File: src/rtl/result_monitor.sv
// result_monitor: multi-channel memory-write snooper with bounded run window and registered pass/fail evaluation
module result_monitor #(
  parameter int ADDR_WIDTH = 16,
  parameter int DATA_WIDTH = 8,
  parameter int NUM_CH     = 4,
  parameter int CNT_W      = 16
) (
  input  logic                         ph2,
  input  logic                         reset,
  input  logic                         start,
  input  logic [CNT_W-1:0]             timeout,
  input  logic                         mode,
  input  logic [NUM_CH-1:0]            ch_en,
  input  logic [NUM_CH*ADDR_WIDTH-1:0] ch_addr,
  input  logic [NUM_CH*DATA_WIDTH-1:0] ch_exp,
  input  logic                         wr_en,
  input  logic [ADDR_WIDTH-1:0]        wr_addr,
  input  logic [DATA_WIDTH-1:0]        wr_data,
  output logic                         busy,
  output logic                         done,
  output logic                         pass,
  output logic [NUM_CH-1:0]            hit_mask,
  output logic [NUM_CH-1:0]            fail_mask,
  output logic [CNT_W-1:0]             cycles
);
  typedef enum logic [1:0] {IDLE, RUN, DONE} state_t;
  state_t state_q, state_d;
  logic [CNT_W-1:0] tmo_q, tmo_d, cyc_q, cyc_d;
  logic mode_q, mode_d, pass_q, pass_d;
  logic [NUM_CH-1:0] en_q, en_d, hit_q, hit_d, fail_q, fail_d, fail_n;
  logic [NUM_CH*ADDR_WIDTH-1:0] addr_q, addr_d;
  logic [NUM_CH*DATA_WIDTH-1:0] exp_q, exp_d, cap_q, cap_d;
  logic launch, run, last, all_hit, eval;
  assign run     = state_q == RUN;
  assign launch  = start && !run;
  assign last    = cyc_q == tmo_q - 1'b1;
  assign all_hit = en_q != '0 && (hit_d & en_q) == en_q;
  assign eval    = state_d == DONE && (run || launch);
  always_comb begin
    tmo_d  = launch ? timeout : tmo_q;
    mode_d = launch ? mode : mode_q;
    en_d   = launch ? ch_en : en_q;
    addr_d = launch ? ch_addr : addr_q;
    exp_d  = launch ? ch_exp : exp_q;
    cyc_d  = launch ? '0 : (run && !(&cyc_q)) ? cyc_q + 1'b1 : cyc_q;
  end
  always_comb begin
    hit_d = launch ? '0 : hit_q;
    cap_d = launch ? '0 : cap_q;
    for (int i = 0; i < NUM_CH; i++)
      if (run && wr_en && en_q[i] && wr_addr == addr_q[i*ADDR_WIDTH +: ADDR_WIDTH] && !(mode_q && hit_q[i])) begin
        cap_d[i*DATA_WIDTH +: DATA_WIDTH] = wr_data;
        hit_d[i] = 1'b1;
      end
  end
  always_comb begin
    fail_n = '0;
    for (int i = 0; i < NUM_CH; i++)
      fail_n[i] = en_d[i] & (~hit_d[i] | (cap_d[i*DATA_WIDTH +: DATA_WIDTH] != exp_d[i*DATA_WIDTH +: DATA_WIDTH]));
    fail_d = eval ? fail_n : launch ? '0 : fail_q;
    pass_d = eval ? (en_d != '0 && fail_n == '0) : launch ? 1'b0 : pass_q;
  end
  always_comb
    state_d = launch ? (timeout == '0 ? DONE : RUN) :
              (run && (last || (mode_q && all_hit))) ? DONE : state_q;
  always_ff @(posedge ph2)
    state_q <= reset ? IDLE : state_d;
  always_comb begin
    busy = state_q == RUN;
    done = state_q == DONE;
  end
  always_ff @(posedge ph2) begin
    if (reset) begin
      tmo_q  <= '0;
      cyc_q  <= '0;
      mode_q <= 1'b0;
      en_q   <= '0;
      addr_q <= '0;
      exp_q  <= '0;
      hit_q  <= '0;
      cap_q  <= '0;
      fail_q <= '0;
      pass_q <= 1'b0;
    end else begin
      tmo_q  <= tmo_d;
      cyc_q  <= cyc_d;
      mode_q <= mode_d;
      en_q   <= en_d;
      addr_q <= addr_d;
      exp_q  <= exp_d;
      hit_q  <= hit_d;
      cap_q  <= cap_d;
      fail_q <= fail_d;
      pass_q <= pass_d;
    end
  end
  assign pass      = pass_q;
  assign hit_mask  = hit_q;
  assign fail_mask = fail_q;
  assign cycles    = cyc_q;
endmodule

File: config.mk
export PLATFORM = sky130hd
export DESIGN_NAME = result_monitor
export DESIGN_NICKNAME = d
export VERILOG_FILES = /design/src/rtl/result_monitor.sv
export SDC_FILE = /design/constraint.sdc
export NUM_CORES = 1
export LEC_CHECK = 0
export ABC_CLOCK_PERIOD_IN_PS = 2840
export CAP_MARGIN = 25
export CORE_MARGIN = 2
export CORE_UTILIZATION = 35
export CTS_BUF_LIST = sky130_fd_sc_hd__clkbuf_8
export DETAILED_ROUTE_END_ITERATION = 12
export DONT_BUFFER_PORTS = 1
export GPL_TIMING_DRIVEN = 0
export MAX_ROUTING_LAYER = met4
export PLACE_DENSITY = 0.48
export SLEW_MARGIN = 10
export SYNTH_ARGS = -nofsm -noshare
export SYNTH_HDL_FRONTEND = slang
export SYNTH_SLANG_ARGS = --single-unit
File: constraint.sdc
create_clock -name ph2 -period 2.84 [get_ports ph2]
set_input_delay 0.284 -clock ph2 [delete_from_list [all_inputs] [get_ports ph2]]
set_output_delay 0.284 -clock ph2 [all_outputs]
set_load 0.05 [all_outputs]
==> metrics <==
routed length per placed instance=20.3 µm; cell repeated most along the worst path=nor4_4; fillers=2677; vias post-DR=8806; Post-Syn Area=9130 µm²; DRC Markers=0; reg2reg setup slack=-70 ps; Hold Path Class=in -> reg; worst reg2reg path depth=11; power density cells=493 nW/µm²; Via density=5.21; initial antenna violation count=3; Seq. cell area=around 3600 µm²; row cnt=59; htree depth=4; Multi-input gate area=around 5500 µm²; WHS=22.2 ps; capturing point of the worst reg2reg path=pass; Final Critical Period=2910 ps; total core area=approximately 26000 µm²; die height=around 170 µm; WP depth=11; number of flops mapped to enable cells by yosys=0; Mapped Cells=around 1200; crit end category=flop; final setup margin=-67.3 ps; Buf+Inv Stages, Crit Path=2; fin nets=~1500; CP max stage cell=or3b_4; final setup vio count=2; area grow syn2layout=28.1%; total grt overflow=0; drt total wl=34300 µm; design area=between 10000 and 15000 µm²; Net Count, Synth=about 1300; DP Wirelength=24600 µm; complex-gate fraction of the synthesized area=14.3%; num ports=172; post-synthesis adder-cell area fraction=0.274%; RSZ-0062 raised after global routing=yes; multiplexer share of the synthesized area=slightly below 3%; first-pass GRT wire length=50700 µm; max-cap violations=0; Synth cell types=64; xor/xnor share of the synthesized area=13.7%; Detailed Routing Iterations Pass 1=5; register bit total from synthesis=176; clk buf depth=2; commonest non-fill, non-tap cell in the layout=nand2_1; CP peak stage delay=430 ps; layout cells sized above 1=11.3%; Placed Area=9570 µm²; period utilisation layout=102%; synth warn=0; Async SR Flop Fraction=0%; critical path launch point=state_q[1]; Max IR drop VDD=301 µV; TritonCTS Sinks=roughly 180; failing checks=setup timing; syn avg cell area=7.67 µm²; vias in the first global route=8417; CP cell instances=nand2b_4, clkinv_8, nand2_8, nand4bb_1, nor4_4, buf_2, a211oi_1, nor4_4, a41oi_2, or3b_4, o21ai_2; status=finished with violations; CTS Buf Count=17; Crit Reg-Reg Startpoint=state_q[1]; Leak=0.00433 µW; worst path arrival time=3320 ps; Relative slew margins=a little under a third; starting density of the core=35.3%; GR Util All Layers=roughly 26%; Die Wd=approximately 170 µm; CP startpoint kind=flop; Slew @ Worst Pin=between 1000 and 1500 ps; largest family of logic cells by synthesized area=simple AND/OR/NAND/NOR gates; Synth area leader=dfxtp_1; Crit path max-delay family=simple AND/OR/NAND/NOR gates; Placer Congestion=0.844; commonest register cell after synthesis=dfxtp_1; Root Driver=clkbuf_8; number of DRC markers in iteration 0=roughly 500; critical path type=reg -> reg; Fin Setup TNS=-68.3 ps; Skew-Pair Late Insertion Delay=480 ps; largest net degree at the start of global routing=17; Max Clock Freq=0.344 GHz; final hold violations=0; critical path peak fanout=7; most frequent cells in the layout=nand2_1, dfxtp_1, a21oi_1; fin. max-slew vios=0; Area contributors post-synth=dfxtp_1, nand2_1, a21oi_1, xor2_1, xnor2_1; Worst Skew=roughly 15 ps; register area share after synthesis=38.6%; CP Capture Point=pass; Critical Path RT=3250 ps; CTS tree=built; clock slew at reported path FFs=100 ps; die area=27400 µm²; Pwr Total=5770 µW; post-synth top area share=38.6%; Antenna Nets Post-Route=0; Port Buf Inserts=0; simple-gate portion of the synthesized area=25.9%
layer usage:
metal | routed length [µm] | part of all wire (%) | global-route usage (%) | vias to the layer above
met5 | 0 | 0 | - | -
met1 | 15400 | 45 | 32.9 | 4153
met2 | 15700 | 46 | 40.1 | 263
li1 | - | - | - | 4344
met4 | 792 | 2.3 | 7.45 | 0
met3 | 2340 | 6.8 | 6.49 | 46
worst reg2reg max path, stage by stage (launching register included):
cell and delay, ps:
dfxtp_2 330, nand2b_4 190, clkinv_8 150, nand2_8 80
nand4bb_1 240, nor4_4 400, buf_2 260, a211oi_1 130
nor4_4 320, a41oi_2 190, or3b_4 430, o21ai_2 130
cell type report:
class | count | area share, %
Sequential cell | 176 | 30.4
Clock inverter | 14 | 1.73
Timing Repair Buffer | 131 | 10.9
Buffer | 78 | 3.21
Tap cell | 335 | 3.58
Antenna cell | 4 | 0.0856
Multi-Input combinational cell | 915 | 47.3
Clock buffer | 18 | 2.12
Inverter | 19 | 0.717
where the power goes:
part	switching, µW	total (µW)	internal (µW)	leakage (µW)
registers	100	2670	2570	0.00144
clock network	1030	2030	1000	0.000230
logic	607	1070	466	0.00265
total	1740	5770	4030	0.00433
cell families after synthesis:
| logic type | after synthesis |
|---|---|
| xor gates and xnor gates | 143 |
| adders and majority gates | 2 |
| and+or+nand+nor | 525 |
| DFF | 176 |
| buffers and inverters | 100 |
| muxes | 26 |
| AOI/OAI and AO/OA | 219 |
synthesized netlist by cell type (3+ instances only):
cell and n:
mux2i_1 22, nor4_1 28, and2_1 4, xnor2_1 65
nor2_1 88, buf_2 8, buf_1 11, nand4_1 11
nor2b_1 7, inv_1 18, clkbuf_1 61, a211oi_1 4
xor2_1 78, or3_1 7, a31oi_1 4, mux2_2 4
a41oi_1 3, nor3_1 14, dfxtp_1 176, and3_1 4
a21oi_1 147, o211ai_1 5, o22ai_1 6, or4_1 5
o21ai_0 17, nor4b_1 4, nand2b_1 9, nand2_1 275
nand3_1 55, a221oi_1 8
repair_timing:
| item | 4_1_cts | 5_1_grt |
|---|---|---|
| resized for setup | 72 | 52 |
| hold endpoints to repair | 114 | 0 |
| hold buffers | 111 | 0 |
| endpoints found under the setup margin | 144 | 51 |
| setup buffers | 12 | 6 |
| pin swaps | 12 | 15 |
registers in the layout (all words and copies together) (netlist names):
name,count
cap_q,32
fail_mask,4
hit_mask,4
tmo_q,16
cycles,16
state_q,2
exp_q,32
en_q,4
pass,1
addr_q,64
mode_q,1
per-stage QoR:
step | utilization (%) | setup WS (ps) | instances
3_3_place_gp | 37.0 | -1210 | 1526
5_1_grt | 45.3 | -128 | 1689
2_1_floorplan | - | 59.2 | 1191
4_1_cts | 44.5 | -135 | 1681
6_report | 45.3 | -67.3 | 1690
3_5_place_dp | 37.1 | -1200 | 1528
worst min path at each step:
stage                start    endpoint  slack [ps]  cells after the start
5_1_grt         ch_exp[25]   exp_q[25]          20                      2
3_3_place_gp    ch_exp[30]   exp_q[30]         420                      2
4_1_cts         ch_exp[25]   exp_q[25]           2                      2
3_5_place_dp    ch_exp[30]   exp_q[30]         430                      2
2_1_floorplan  ch_addr[27]  addr_q[27]         420                      2
6_report        ch_exp[25]   exp_q[25]          20                      2
(Power assumes the default switching activity.)
